### src/rtl/serial_sub_pkg.sv
// Shared definitions for the bit-serial subtractor: FSM state encoding and default width.
package serial_sub_pkg;

  localparam int SS_DEFAULT_WIDTH = 8;

  typedef enum logic [1:0] {
    ST_IDLE = 2'd0,
    ST_RUN  = 2'd1,
    ST_DONE = 2'd2
  } ss_state_e;

endpackage

### src/rtl/fs_cell.sv
// One-bit combinational full-subtractor cell: d = a - b - bin, with borrow-out.
module fs_cell (
  input  logic a,
  input  logic b,
  input  logic bin,
  output logic d,
  output logic bout
);

  assign d    = a ^ b ^ bin;
  assign bout = (~a & b) | (~(a ^ b) & bin);

endmodule

### src/rtl/serial_subtractor.sv
// Bit-serial ripple-borrow subtractor, one bit per clock, valid/ready on both sides.
// Optional signed-overflow output ovf_o is built when SERIAL_SUB_OVF_EN is defined.
module serial_subtractor
  import serial_sub_pkg::*;
#(
  parameter int WIDTH = SS_DEFAULT_WIDTH
) (
  input  logic             clk,
  input  logic             rst_n,
  input  logic             in_valid,
  output logic             in_ready,
  input  logic [WIDTH-1:0] a_i,
  input  logic [WIDTH-1:0] b_i,
  input  logic             bin_i,
  output logic             out_valid,
  input  logic             out_ready,
  output logic [WIDTH-1:0] diff_o,
  output logic             bout_o
`ifdef SERIAL_SUB_OVF_EN
  ,
  output logic             ovf_o
`endif
);

  localparam int CW = $clog2(WIDTH + 1);

  ss_state_e        state;
  ss_state_e        state_next;
  logic [CW-1:0]    count;
  logic [WIDTH-1:0] a_sr;
  logic [WIDTH-1:0] b_sr;
  logic [WIDTH-1:0] diff_sr;
  logic [WIDTH-1:0] diff_next;
  logic [WIDTH-1:0] d_ins;
  logic             borrow;
  logic             cell_d;
  logic             cell_bo;
  logic             accept;
  logic             last_bit;

  assign accept   = in_valid && (state == ST_IDLE);
  assign last_bit = (count == CW'(WIDTH - 1));

  fs_cell u_cell (
    .a    (a_sr[0]),
    .b    (b_sr[0]),
    .bin  (borrow),
    .d    (cell_d),
    .bout (cell_bo)
  );

  always_ff @(posedge clk or negedge rst_n) begin
    if (!rst_n) state <= ST_IDLE;
    else        state <= state_next;
  end

  always_comb begin
    state_next = state;
    case (state)
      ST_IDLE: if (in_valid)  state_next = ST_RUN;
      ST_RUN:  if (last_bit)  state_next = ST_DONE;
      ST_DONE: if (out_ready) state_next = ST_IDLE;
      default:                state_next = ST_IDLE;
    endcase
  end

  // New difference bit enters at the MSB so that after WIDTH shifts bit 0 lands at the LSB.
  always_comb begin
    d_ins            = '0;
    d_ins[WIDTH-1]   = cell_d;
    diff_next        = (diff_sr >> 1) | d_ins;
  end

  always_ff @(posedge clk or negedge rst_n) begin
    if (!rst_n) begin
      a_sr    <= '0;
      b_sr    <= '0;
      diff_sr <= '0;
      borrow  <= 1'b0;
      count   <= '0;
    end else if (accept) begin
      a_sr   <= a_i;
      b_sr   <= b_i;
      borrow <= bin_i;
      count  <= '0;
    end else if (state == ST_RUN) begin
      a_sr    <= a_sr >> 1;
      b_sr    <= b_sr >> 1;
      diff_sr <= diff_next;
      borrow  <= cell_bo;
      count   <= count + CW'(1);
    end
  end

  assign in_ready  = (state == ST_IDLE);
  assign out_valid = (state == ST_DONE);
  assign diff_o    = diff_sr;
  assign bout_o    = borrow;

`ifdef SERIAL_SUB_OVF_EN
  logic a_msb;
  logic b_msb;

  always_ff @(posedge clk or negedge rst_n) begin
    if (!rst_n) begin
      a_msb <= 1'b0;
      b_msb <= 1'b0;
    end else if (accept) begin
      a_msb <= a_i[WIDTH-1];
      b_msb <= b_i[WIDTH-1];
    end
  end

  assign ovf_o = (a_msb != b_msb) && (diff_sr[WIDTH-1] != a_msb);
`endif

endmodule

### config.mk
export PLATFORM = sky130hd
export DESIGN_NAME = serial_subtractor
export DESIGN_NICKNAME = d
export VERILOG_FILES = /design/src/rtl/serial_sub_pkg.sv /design/src/rtl/fs_cell.sv /design/src/rtl/serial_subtractor.sv
export SDC_FILE = /design/constraint.sdc
export NUM_CORES = 1
export LEC_CHECK = 0
export CORE_UTILIZATION = 45
export CTS_BUF_LIST = sky130_fd_sc_hd__clkbuf_4 sky130_fd_sc_hd__clkbuf_8
export DETAILED_ROUTE_END_ITERATION = 8
export GPL_ROUTABILITY_DRIVEN = 0
export HOLD_SLACK_MARGIN = 0.1
export PLACE_DENSITY = 0.81
export SLEW_MARGIN = 0
export SYNTH_ARGS = -nofsm -noshare
export SYNTH_HDL_FRONTEND = slang
export SYNTH_HIERARCHICAL = 1
export SYNTH_SLANG_ARGS = --single-unit
### constraint.sdc
create_clock -name clk -period 1.5 [get_ports clk]
set_clock_uncertainty 0.2 [all_clocks]
set_input_delay 0.15 -clock clk [delete_from_list [all_inputs] [get_ports clk]]
set_output_delay 0.15 -clock clk [all_outputs]
set_load 0.005 [all_outputs]
After elaboration in Yosys (flattened, before gate mapping)
Cells that the tools add are included.
- register bits: 31
- input bits: 21
- memory bits (writable): 0
- bits in latches: 0
- output and inout port bits: 11
- logic and storage cells: 39
- memories: 0
- ROM bits: 0
- multipliers: 0
- equality and inequality tests: 6
- magnitude comparators: 0
- muxes and demuxes: 12
- div/mod/pow operators: 0
- $add $sub $neg: 1
- bitwise logic cells: 9
- shifts and indexed selects: 0
- reductions and logical operators: 5
- operator list (operator ; number):
    8-bit two-way mux ; 4
    4-bit two-way mux ; 2
    7-bit by 8-bit bitwise OR with 8-bit output ; 1
    2-bit two-way mux ; 3
    2-bit case mux with 3 select lines ; 1
    4-bit by 1-bit adder with 4-bit output, second input constant ; 1
    4-bit by 3-bit equality test with 1-bit output, second input constant ; 1
    2-bit inequality test, second input constant ; 2
    1-bit inverter ; 3
    3-bit AND reduction ; 1
    1-bit bitwise AND ; 2
    2-bit by 1-bit equality test with 1-bit output, second input constant ; 1
    2-bit equality test, second input constant ; 1
    2-bit zero test ; 1
    1-bit two-way mux ; 2
    2-bit by 1-bit inequality test with 1-bit output, second input constant ; 1
    2-bit AND reduction ; 1
    2-bit nonzero test ; 1
    1-bit bitwise XOR ; 2
    1-bit logical AND ; 1
    1-bit bitwise OR ; 1

Longest topological paths before layout
- word-level depth: 6
- gate-level depth with buffers: 5
- mapped depth without buffers: 5

Hierarchy
The synthesis kept the hierarchy.
- by module, submodules not included (module ; times used ; area an instance (sq um) ; cells each):
    serial_subtractor ; 1 ; 1302.5 ; 138
    fs_cell ; 1 ; 31.3 ; 4

Worst setup path before layout
No wires, ideal clock.
- path type: register -> register
- start: reg state[0]
- end: reg borrow (netlist: bout_o)
- setup slack: 0.145 ns
- library setup time: 0.124 ns
- data arrival time: 1.031 ns
- buffers on the path: 2
- cell stages (with the launch flop): 6
- data required time: 1.176 ns
- cells stage by stage: dfrtp_1 > nor2b_1 > buf_2 > buf_2 > a22oi_1 > nand2_1
- cells in the longest elaborated chain, start to end: 3
- elaborated cells between the ends (all ways): 5
- classes of those cells: eq/ne: 1; mux: 1; reduce/logical: 3
- RTL lines (what ; RTL line ; source):
    from (decl) ; serial_subtractor.sv:27 ; ss_state_e state;
    from (signal assigned) ; serial_subtractor.sv:54 ; else state <= state_next;
    2-bit zero test ; serial_subtractor.sv:41 ; assign accept = in_valid && (state == ST_IDLE);
    1-bit logical AND ; serial_subtractor.sv:41 ;
    1-bit two-way mux or 2-bit nonzero test (tied branches) ; n/a ;
    to (signal assigned) ; serial_subtractor.sv:84 ; borrow <= bin_i;
    to (signal assigned) ; serial_subtractor.sv:90 ; borrow <= cell_bo;
    to (decl) ; serial_subtractor.sv:35 ; logic borrow;
Several ways; a longest one is shown, not always the timed one.
A chain may end at the register's enable or synchronous reset.

Final worst setup path
- start: reg state[0]
- end: reg a_sr[5]
- cells in the longest elaborated chain, start to end: 3
- elaborated cells between the ends (all ways): 5
- classes of those cells: eq/ne: 1; mux: 1; reduce/logical: 3
- RTL lines (what ; RTL line ; source):
    2-bit zero test ; serial_subtractor.sv:41 ;
    1-bit logical AND ; serial_subtractor.sv:41 ;
    8-bit two-way mux or 2-bit nonzero test (tied branches) ; n/a ;
    to (signal assigned) ; serial_subtractor.sv:82 ; a_sr <= a_i;
    to (signal assigned) ; serial_subtractor.sv:87 ; a_sr <= a_sr >> 1;
    to (decl) ; serial_subtractor.sv:30 ; logic [WIDTH-1:0] a_sr;
Several ways; a longest one is shown, not always the timed one.

==> impl_metrics.py <==
metrics = {
    "setup_path": {
        "timing.rr.start": "state[0]",
        "crit_arrival_ns": 1.64,
        "worstPathMaxFanout": 5,
        "worstSetupPathType": "reg2reg",
        "r2r_cells": 7,
        "critPathRequiredTime_ns": 1.57,
        "endpoint": "a_sr[5]",
        "crit_path_start": "state[0]",
        "reg2reg_setup_slack_ns": -0.07,
        "startpoint_type": "register",
        "end_kind": "register",
        "timing.rr.end": "a_sr[5]",
    },
    "finish": {
        "syn_to_final_growth_pct": 51.8,
        "diodes": 0,
        "fin_area_um2": 2020,
        "drive_gt1_share_pct": 21.8,
        "fillerInstances": 193,
        "nNetsFinal": 220,
    },
    "global_route": {
        "grt.total_usage_pct": 21.9,
        "grt_first_pass_wirelength_mm": 5.18,
        "antenna_found_initial": 0,
        "grt_max_degree": 32,
        "grt_pass1_vias": 1230,
        "gr-total-overflow": 0,
    },
    "sta": {
        "clock.fmax_mhz": 637,
        "slew_violations": 0,
        "rsz0062_at_grt": "true",
        "hold_violations": 0,
        "setup_viol": 19,
        "fin_hold_ws_ns": 0.168,
        "tightest_slew_ns": 0.176,
        "min_period_ns": 1.57,
        "fin_crit_sh_pct": 105,
        "slew_headroom_pct": 88.3,
        "worst_slack_ns": -0.0687,
    },
    "logic_synthesis": {
        "synth-seq-cells": 31,
        "synth_edf_count": 0,
        "yosysUniqueCellTypes": 20,
        "synth-main-ff-cell": "dfrtp_1",
        "synthCells": 142,
        "synth_fp_nets": 165,
        "synth-async-reset-ratio_pct": 100,
        "ys_seq_area_share_pct": 58.2,
        "synth_area_um2": 1330,
        "yosysWarningCount": 6,
        "syn_avg_cell_area_um2": 9.39,
    },
    "die": {
        "io_pins": 32,
        "die_area_um2": 3190,
        "die_h_um": 56.4,
        "coreArea_um2": 2780,
        "initial_core_util_pct": 48.0,
        "rows": 19,
        "die_w_um": 56.4,
    },
    "clock_tree": {
        "cts_tree": "done",
        "path_clk_slew_ns": 0.10,
        "clk_latency_ns": 0.34,
        "numClockSinks": 31,
        "cts-buffers-inserted": 5,
        "clockBufferDepth": 2,
        "cts_root_buffer": "clkbuf_4",
        "h-tree-depth": 2,
    },
    "power_and_ir_drop": {
        "seqPwrFrac_pct": 38.1,
        "power_density_nw_per_um2": 1790,
        "pwr-share-comb_pct": 48.3,
        "internal_power_mw": 2.31,
        "swShare_pct": 36.3,
        "p_leak_nw": 1.02,
        "p_switching_mw": 1.32,
        "clkPwrFrac_pct": 13.6,
        "power_mw": 3.63,
        "ir_worst_vdd_mv": 1.61,
    },
    "placement": {
        "placement.io_buffers": 31,
        "dp.final_hpwl_mm": 2.03,
        "dpl-instance-area_um2": 1740,
    },
    "route": {
        "wire_per_inst_um": 14.8,
        "finalWirelength_mm": 3.37,
        "vias_per_cell": 5.35,
        "dr.pass1.iters": 4,
        "drt-initial-drc-count": 44,
        "top_layer": "met4",
        "drtAntennaViolNets": 0,
        "route.detailed.drc": 0,
        "wl_met3_um": 180,
        "m1WireLength_mm": 1.34,
        "route.vias.total": 1220,
        "wl_met2_mm": 1.76,
    },
    "run_status": {
        "violations": "negative setup slack",
        "status": "complete, but fails checks",
    },
    "flow_run": {
        "drv_cap": 0,
    },
    "worst_hold_path": {
        "min_path_type": "in2reg",
    },
}
per-stage QoR:
step           std cells  worst slack [ns]  TNS, ns  util (%)
2_1_floorplan        142             0.145        0         -
3_3_place_gp         205          -0.00974  -0.0117      62.6
3_5_place_dp         205           -0.0463   -0.307      62.6
4_1_cts              222           -0.0597   -0.653      67.4
5_1_grt              228            -0.102    -1.74      72.8
6_report             228           -0.0687   -0.912      72.8
synthesized netlist by cell type, types with 2 or more instances:
master    n  area share, %
nand2_1  61             17
dfrtp_1  31             58
a22oi_1  15            8.4
buf_2     7            2.6
inv_1     5            1.4
o21ai_0   5            1.9
a21o_1    2            1.1
nand3_1   2           0.75
nor2b_1   2           0.94
nor3b_1   2            1.1
flip-flops by register name, summed over array words and instances (netlist names):
register,flops
bout_o,1
state,2
count,4
b_sr,8
a_sr,8
diff_o,8
kinds of logic (layout without fill, tap and decap cells):
group,count (synthesis),in the layout,synth area share [%]
simple gates,70,70,21.2
compound gates,26,26,13.9
buf+inv,13,68,4.31
flops,31,31,58.2
fa+ha+maj,2,2,2.44
cell usage in the layout (no fill, tap or decap), types with 3 or more instances in the layout:
| master | Yosys | final |
|---|---|---|
| nand2_1 | 61 | 60 |
| buf_6 | 0 | 7 |
| dfrtp_1 | 31 | 30 |
| o21ai_1 | 0 | 3 |
| a22oi_1 | 15 | 10 |
| clkbuf_4 | 0 | 5 |
| clkdlybuf4s50_1 | 0 | 20 |
| dlygate4sd2_1 | 0 | 10 |
| buf_4 | 0 | 13 |
| inv_1 | 5 | 5 |
| a22oi_2 | 0 | 5 |
how the worst min path moves through the flow:
stage | from | cells past startpoint | slack [ns] | endpoint
2_1_floorplan | rst_n | 0 | -0.35 | a_sr[0]
3_3_place_gp | a_sr[1] | 2 | 0.26 | a_sr[1]
3_5_place_dp | b_sr[1] | 2 | 0.27 | b_sr[1]
4_1_cts | b_i[7] | 3 | 0.17 | b_sr[7]
5_1_grt | a_i[7] | 3 | 0.18 | a_sr[7]
6_report | a_i[7] | 3 | 0.17 | a_sr[7]
critical path, stage by stage, from the launching register on:
cell and delay [ns]:
dfrtp_2 0.44, buf_6 0.13, buf_6 0.11, nor3b_4 0.16, buf_6 0.16, clkbuf_16 0.14, a22oi_1 0.08, nand2_1 0.07
power groups by stage:
stage | Clock (mW) | Combinational, mW | Sequential (mW)
CTS | 0.505 | 1.49 | 1.37
detailed placement | 0 | 1.35 | 1.41
global placement | 0 | 1.29 | 1.39
floorplan | 0 | 0.769 | 1.38
finish | 0.493 | 1.75 | 1.38
global route | 0.534 | 1.92 | 1.43
layer usage:
layer  track usage [%]  vias to the layer above
met5                 0                        -
met1              22.7                      586
met4              14.3                        0
met3              5.30                       11
met2              38.8                       51
li1                  -                      572
what timing repair did:
| item | 4_1_cts | 5_1_grt |
|---|---|---|
| setup endpoints to repair | 13 | 22 |
| hold buffers | 1 | 0 |
| endpoints found under the hold margin | 31 | 0 |
| setup buffers | 9 | 3 |
| gates cloned | 0 | 3 |
| gates resized for setup | 15 | 18 |
| pin swaps | 0 | 10 |
layout make-up:
| class | instances | area [µm²] | share of cell area [%] |
|---|---|---|---|
| sequential | 31 | 777 | 38.4 |
| timing repair buffer | 56 | 574 | 28.4 |
| multi-input combinational | 98 | 559 | 27.6 |
| clock buffer | 6 | 51.3 | 2.53 |
| tap | 31 | 38.8 | 1.92 |
| inverter | 5 | 18.8 | 0.927 |
| clock inverter | 1 | 5.00 | 0.247 |
Note: power is estimated with default switching activity, not from simulation.
